### config.mk
export PLATFORM = sky130hd
export DESIGN_NAME = instr_fetch
export DESIGN_NICKNAME = d
export VERILOG_FILES = /design/src/rtl/instr_fetch.sv
export SDC_FILE = /design/constraint.sdc
export NUM_CORES = 1
export LEC_CHECK = 0
export CORE_ASPECT_RATIO = 0.6
export CORE_UTILIZATION = 51
export CTS_BUF_LIST = sky130_fd_sc_hd__clkbuf_8 sky130_fd_sc_hd__clkbuf_16
export DETAILED_ROUTE_END_ITERATION = 10
export PLACE_DENSITY = 0.85
export SETUP_SLACK_MARGIN = 0.1
export SYNTH_ARGS = -nofsm -noshare
export SYNTH_HDL_FRONTEND = slang
export SYNTH_SLANG_ARGS = --single-unit
### constraint.sdc
create_clock -name clk -period 5 [get_ports clk]
set_input_delay 1.5 -clock clk [delete_from_list [all_inputs] [get_ports clk]]
set_output_delay 1.5 -clock clk [all_outputs]
set_load 0.03 [all_outputs]
### src/rtl/instr_fetch.sv
// Instruction fetch: reads a two-word instruction (op, operand) for pc from ROM over req/ack.
// Latency: instr_valid rises 3 cycles after fetch start with zero-wait ROM; 1 instruction / 3 cycles back-to-back.
// Backpressure: holds the instruction while instr_ready is low; ROM requests wait for ack and are never abandoned.
module instr_fetch #(
    parameter int DATA_WIDTH = 16,
    parameter int ADDR_WIDTH = 16
) (
    input  logic                  clk,
    input  logic                  reset,
    input  logic [DATA_WIDTH-1:0] pc,
    input  logic                  flush,
    output logic                  rom_req,
    output logic [ADDR_WIDTH-1:0] rom_addr,
    input  logic                  rom_ack,
    input  logic [DATA_WIDTH-1:0] rom_data,
    output logic [DATA_WIDTH-1:0] op,
    output logic [DATA_WIDTH-1:0] operand,
    output logic                  instr_valid,
    input  logic                  instr_ready,
    output logic                  busy
);

    typedef enum logic [2:0] {
        S_IDLE,
        S_OP,
        S_OPND,
        S_VALID,
        S_DRAIN
    } state_t;

    state_t                state;
    state_t                state_nxt;

    logic [DATA_WIDTH-1:0] fetch_pc;
    logic [DATA_WIDTH-1:0] fetch_pc_nxt;
    logic [DATA_WIDTH-1:0] op_reg;
    logic [DATA_WIDTH-1:0] op_nxt;
    logic [DATA_WIDTH-1:0] operand_reg;
    logic [DATA_WIDTH-1:0] operand_nxt;
    logic                  rom_req_nxt;
    logic [ADDR_WIDTH-1:0] rom_addr_nxt;
    logic                  valid_nxt;

    // An ack only completes a transaction while a request is actually outstanding.
    logic                  ack;
    assign ack = rom_ack & rom_req;

    // Word addresses of the instruction slots; the pc MSB falls off so addresses wrap.
    logic [ADDR_WIDTH-1:0] pc_op_addr;
    logic [ADDR_WIDTH-1:0] fetch_opnd_addr;
    assign pc_op_addr      = {pc[ADDR_WIDTH-2:0], 1'b0};
    assign fetch_opnd_addr = {fetch_pc[ADDR_WIDTH-2:0], 1'b1};

    // The discarded pc MSB is intentionally never used for addressing.
    logic                  unused_fetch_pc_msb;
    assign unused_fetch_pc_msb = ^fetch_pc[DATA_WIDTH-1:ADDR_WIDTH-1];

    // Next-state and next-register values; every target holds unless a transition updates it.
    always_comb begin
        state_nxt    = state;
        fetch_pc_nxt = fetch_pc;
        rom_req_nxt  = rom_req;
        rom_addr_nxt = rom_addr;
        valid_nxt    = instr_valid;
        op_nxt       = op_reg;
        operand_nxt  = operand_reg;

        case (state)
            S_IDLE: begin
                // Fetch start: pc is sampled here and nowhere else except on accept.
                fetch_pc_nxt = pc;
                rom_req_nxt  = 1'b1;
                rom_addr_nxt = pc_op_addr;
                state_nxt    = S_OP;
            end
            S_OP: begin
                if (ack) begin
                    if (flush) begin
                        rom_req_nxt = 1'b0;
                        state_nxt   = S_IDLE;
                    end else begin
                        op_nxt       = rom_data;
                        rom_addr_nxt = fetch_opnd_addr;
                        state_nxt    = S_OPND;
                    end
                end else if (flush) begin
                    state_nxt = S_DRAIN;
                end
            end
            S_OPND: begin
                if (ack) begin
                    rom_req_nxt = 1'b0;
                    if (flush) begin
                        state_nxt = S_IDLE;
                    end else begin
                        operand_nxt = rom_data;
                        valid_nxt   = 1'b1;
                        state_nxt   = S_VALID;
                    end
                end else if (flush) begin
                    state_nxt = S_DRAIN;
                end
            end
            S_VALID: begin
                if (flush) begin
                    // Flush beats a simultaneous ready: the instruction is dropped, not accepted.
                    valid_nxt = 1'b0;
                    state_nxt = S_IDLE;
                end else if (instr_ready) begin
                    // Accept and immediately issue the next op read, skipping S_IDLE.
                    valid_nxt    = 1'b0;
                    fetch_pc_nxt = pc;
                    rom_req_nxt  = 1'b1;
                    rom_addr_nxt = pc_op_addr;
                    state_nxt    = S_OP;
                end
            end
            S_DRAIN: begin
                // Keep the abandoned request alive until the ROM answers, then drop the data.
                if (ack) begin
                    rom_req_nxt = 1'b0;
                    state_nxt   = S_IDLE;
                end
            end
            default: begin
                state_nxt   = S_IDLE;
                rom_req_nxt = 1'b0;
                valid_nxt   = 1'b0;
            end
        endcase
    end

    // State and datapath registers with synchronous reset taking priority over everything.
    always_ff @(posedge clk) begin
        if (reset) begin
            state       <= S_IDLE;
            fetch_pc    <= '0;
            rom_req     <= 1'b0;
            rom_addr    <= '0;
            instr_valid <= 1'b0;
            op_reg      <= '0;
            operand_reg <= '0;
        end else begin
            state       <= state_nxt;
            fetch_pc    <= fetch_pc_nxt;
            rom_req     <= rom_req_nxt;
            rom_addr    <= rom_addr_nxt;
            instr_valid <= valid_nxt;
            op_reg      <= op_nxt;
            operand_reg <= operand_nxt;
        end
    end

    // Consumers see a NOP whenever no complete instruction is held.
    assign op      = instr_valid ? op_reg : '0;
    assign operand = instr_valid ? operand_reg : '0;
    assign busy    = rom_req;

endmodule
==> results of run 1 <==
-- critical path: stages (launching register included) --
cell and delay (ps):
dfxtp_1 880, and2_1 260, clkdlybuf4s50_1 680
-- report_power, final --
part | switching, mW | total (mW) | internal (mW)
Sequential | 0.0290 | 0.608 | 0.579
Combinational | 0.155 | 0.272 | 0.117
Clock | 0.189 | 0.388 | 0.199
Total | 0.373 | 1.27 | 0.894
-- routing by layer --
metal	wire length, um	vias to the layer above	track usage, %
met1	3520	1265	32.3
met3	370	6	6.60
met2	3420	71	40.3
li1	-	1357	-
met4	57	0	5.99
met5	0	-	0
-- stage by stage --
stage	area, sq um	worst slack, ps	utilization [%]
finish	4080	1340	71.3
global route	4080	1170	71.3
CTS	4080	1290	71.3
detailed placement	3910	1530	68.3
global placement	3910	1600	68.3
floorplan	3110	2240	-
-- final cells by class --
class	instances	share of cell area, %
clock buffers	11	3.71
clock inverters	4	0.429
inverters	1	0.0919
multi-input cells	263	38.1
flip-flops and latches	68	33.3
well taps	80	2.45
repair buffers	91	21.9
-- how the worst max path moves through the flow --
stage | slack, ps | from | depth (start not counted) | to
after floorplan | 2240 | flush | 7 | op_reg[0]
after global placement | 1600 | flush | 5 | rom_addr[8]
after detailed placement | 1530 | flush | 6 | rom_addr[8]
after CTS | 1290 | instr_valid | 2 | op[4]
after global routing | 1170 | instr_valid | 2 | op[4]
final | 1340 | instr_valid | 2 | operand[0]
-- cell families after synthesis --
| logic type | count (synthesis) | synth area share [%] |
|---|---|---|
| compound gates | 90 | 18.6 |
| xor+xnor | 1 | 0.281 |
| buf+inv | 32 | 6.43 |
| flops | 68 | 43.7 |
| mux | 17 | 5.51 |
| simple gates | 155 | 25.5 |
-- cell usage after synthesis (all sizes together), types with 2 or more instances --
library cell,count,area [sq um]
nor2b,2,12.5
buf,19,151
nand2b,2,20.0
nor4,2,27.5
o31ai,15,113
nor3,2,10.0
nor3b,2,20.0
dfxtp,68,1360
clkbuf,12,45.0
a21oi,69,420
nor2,4,15.0
and2,32,200
mux2i,16,160
nand2,99,413
and3,2,12.5
o21ai,2,10.0
==> flow_summary.toml, run 1 <==
[yosys]
synth_edf_count = 0
async_reset_ff_share_pct = 0
ys.warnings.count = 0
syn_inst = 363
ys_seq_area_share_pct = 43.7
ys_ff_latch = 68
synth_area_sq_um = 3110
syn_nets = 400
synth_flop_cell = "dfxtp_1"
synth.distinct_cells = 40
postSynthAreaPerCell_sq_um = 8.58

[route]
ant_nets = 0
vias_per_cell = 5.21
drt_iter0_drc = 75
drt-total-wl_mm = 7.37
wl_per_cell_um = 14.2
first_pass_iters = 4
via_count = 2699
drc_errors = 0

[critical_path]
cp.required_ps = 3500
start_kind = "flip-flop"
worstPathMaxFanout = 34
path_class = "flip-flop to primary output"
regToRegEndpoint = "operand_reg[9]"
critPathCaptureType = "primary output"
ff2ff_path_depth = 4
r2r-start = "state[1]"
cp.arrival_ps = 2160
r2r_slack_ps = 2940

[layout]
mostFrequentLayoutCells = "nand2_1, clkdlybuf4s50_1, dfxtp_1"
multiInputGateArea_sq_um = 1560
fill_cells = 495
nets = 471
finalNonFillerCells = 518
antenna_cells = 0
drive_above_1_share_pct = 13.0
layout_commonest_cell = "nand2_1"
area_growth_pct = 31.1
seqCellArea_sq_um = 1360

[worst_hold_path]
holdPathStages = 2
hp-class = "flip-flop to flip-flop"
min_to = "operand_reg[7]"
hp-start = "operand_reg[7]"

[cts]
cts_tree = "yes"
htree_levels = 3
cts_resized = 0
clock_latency_ps = 330
cts_hold_buf = 0
path_clk_slew_ps = 70
cts_root_buffer = "clkbuf_8"
cts_setup_buffers = 0
clockBufferDepth = 2
cts_sinks = 68
numCtsBuffers = 9

[power]
ir_drop_uv = 159
p_leak_nw = 1.47
power_mw = 1.27
power.density_nw_per_um2 = 311

[global_route]
grt_overflow = 0
grt_use_total_pct = 24.7
antenna_found_initial = 0
grt_pass1_wl_mm = 12.3
grt_pass1_vias = 2624
grt_max_degree = 53

[place]
hpwl_mm = 4.93
placed_cells = 503
port_buffers = 86
place_congestion = 0.798

[sta]
rsz0062_at_grt = "false"
holdWs_ps = 453
tns_ps = 0
max_freq_ghz = 0.273
post-route-min-period_ps = 3660
worstMarginPinSlew_ps = 857
report.final.hold_viol_count = 0
setup_viol = 0
finClkSkew_ps = 8.25
slew-limit-headroom_pct = 42.8
post-route-period-util_pct = 73.2
slew_viol_final = 0

[floorplanning]
dieHeight_um = 62.5
die_w_um = 103
io-pin-count = 88
initial_core_util_pct = 54.3
die-area_sq_um = 6430
rows = 21
coreArea_sq_um = 5730

[status]
status = "completed"

[run]
drv_cap = 0
(Power assumes the default switching activity.)
==> run 2: changes to the inputs <==
CORE_UTILIZATION = 43   (was 51)
PLACE_DENSITY = 0.76   (was 0.85)
clock period = 3.2 ns   (was 5 ns; I/O delays follow)
==> flow_summary.toml, run 2 (same netlist as run 1, synthesis figures left out) <==
[sta]
report.final.hold_viol_count = 0
setup_viol = 0
tns_ps = 0
rsz0062_at_grt = "false"
slew_viol_final = 0
slew-limit-headroom_pct = 58.3
worstMarginPinSlew_ps = 625
post-route-min-period_ps = 2890
max_freq_ghz = 0.346
finClkSkew_ps = 4.34
post-route-period-util_pct = 90.2

[layout]
area_growth_pct = 37.2
fill_cells = 609
multiInputGateArea_sq_um = 1560
layout_commonest_cell = "nand2_1"
drive_above_1_share_pct = 14.6
nets = 477
mostFrequentLayoutCells = "nand2_1, clkdlybuf4s50_1, dfxtp_1"
seqCellArea_sq_um = 1360
antenna_cells = 0
fin_area_sq_um = 4270

[critical_path]
r2r-start = "state[1]"
path_class = "flip-flop to primary output"
regToRegEndpoint = "fetch_pc[1]"
r2r_slack_ps = 1290
cp.required_ps = 2240
start_kind = "flip-flop"
ff2ff_path_depth = 5
worstPathMaxFanout = 14
crit_start = "instr_valid"
critPathCaptureType = "primary output"
cp.arrival_ps = 1930
crit_end = "operand[7]"

[route]
drc_errors = 5
wl_per_cell_um = 14.7
wl_met1_mm = 3.78
vias_per_cell = 5.11
via_count = 2720
wl_met2_mm = 3.68
drt-total-wl_mm = 7.84
first_pass_iters = 7
top_layer_used = "met4"
wl_met3_um = 314
drt_iter0_drc = 124
ant_nets = 0

[floorplanning]
rows = 23
dieHeight_um = 67.9
die-area_sq_um = 7590
coreArea_sq_um = 6820
die_w_um = 112
initial_core_util_pct = 45.6
io-pin-count = 88

[cts]
cts_root_buffer = "clkbuf_16"
cts_hold_buf = 0
cts_resized = 0
cts_sinks = 68
path_clk_slew_ps = 50
clock_latency_ps = 330
cts_setup_buffers = 0
htree_levels = 3
numCtsBuffers = 9
clockBufferDepth = 2
cts_tree = "yes"

[global_route]
antenna_found_initial = 0
grt_max_degree = 38
grt_pass1_wl_mm = 12.9
grt_use_total_pct = 21.7
grt_overflow = 0
grt_pass1_vias = 2615

[place]
placed_cell_area_sq_um = 3970
port_buffers = 86
hpwl_mm = 5.30
place_congestion = 0.763

[run]
drv_cap = 0

[worst_hold_path]
hp-class = "flip-flop to flip-flop"
holdPathStages = 2

[power]
p_leak_nw = 1.55
power.density_nw_per_um2 = 556
ir_drop_uv = 361

[status]
failed_checks = "DRC"
status = "finished with violations"
[run 2: changes by cell type in the layout (fill, tap and decap cells not counted), sizes merged]
cell / previous run / this run
inv: 2 / 1
buf: 6 / 12
clkinvlp: 0 / 1
bufinv: 0 / 1
[run 2: per-stage QoR]
stage	util [%]	setup slack, ps	std cells	hold WS, ps	total power, mW
4_1_cts	62.6	264	532	452	2.40
6_report	62.6	313	532	448	2.38
5_1_grt	62.6	206	532	467	2.46
2_1_floorplan	-	979	363	432	1.25
3_3_place_gp	58.2	321	516	437	1.39
3_5_place_dp	58.2	258	516	445	1.40
[run 2: worst min-delay path by stage]
stage / start / to / slack (ps)
global placement: op_reg[11] / op_reg[11] / 440
floorplan: op_reg[10] / op_reg[10] / 430
detailed placement: op_reg[8] / op_reg[8] / 440
finish: op_reg[8] / op_reg[8] / 450
global route: operand_reg[12] / operand_reg[12] / 470
CTS: op_reg[8] / op_reg[8] / 450
[run 2: cell type report]
class / instances / share of cell area, %
timing repair buffer: 97 / 22.0
clock buffer: 11 / 5.92
tap: 87 / 2.55
inverter: 1 / 0.0879
clock inverter: 5 / 1.20
sequential: 68 / 31.9
multi-input combinational: 263 / 36.4
[run 2: worst max-delay path: stages, from the launching register on]
cell and delay [ps]:
dfxtp_1 530, buf_4 240, and2_1 130, clkdlybuf4s50_1 680
[run 2: metal layers]
metal	vias to the layer above	track usage [%]
li1	1370	-
met1	1289	28.4
met2	54	35.2
met3	7	5.14
met4	0	8.11
met5	-	0
[run 2: power breakdown]
group	internal, mW	switching, mW	leakage, nW
Combinational	0.187	0.243	0.843
Clock	0.639	0.355	0.153
Sequential	0.905	0.0463	0.555
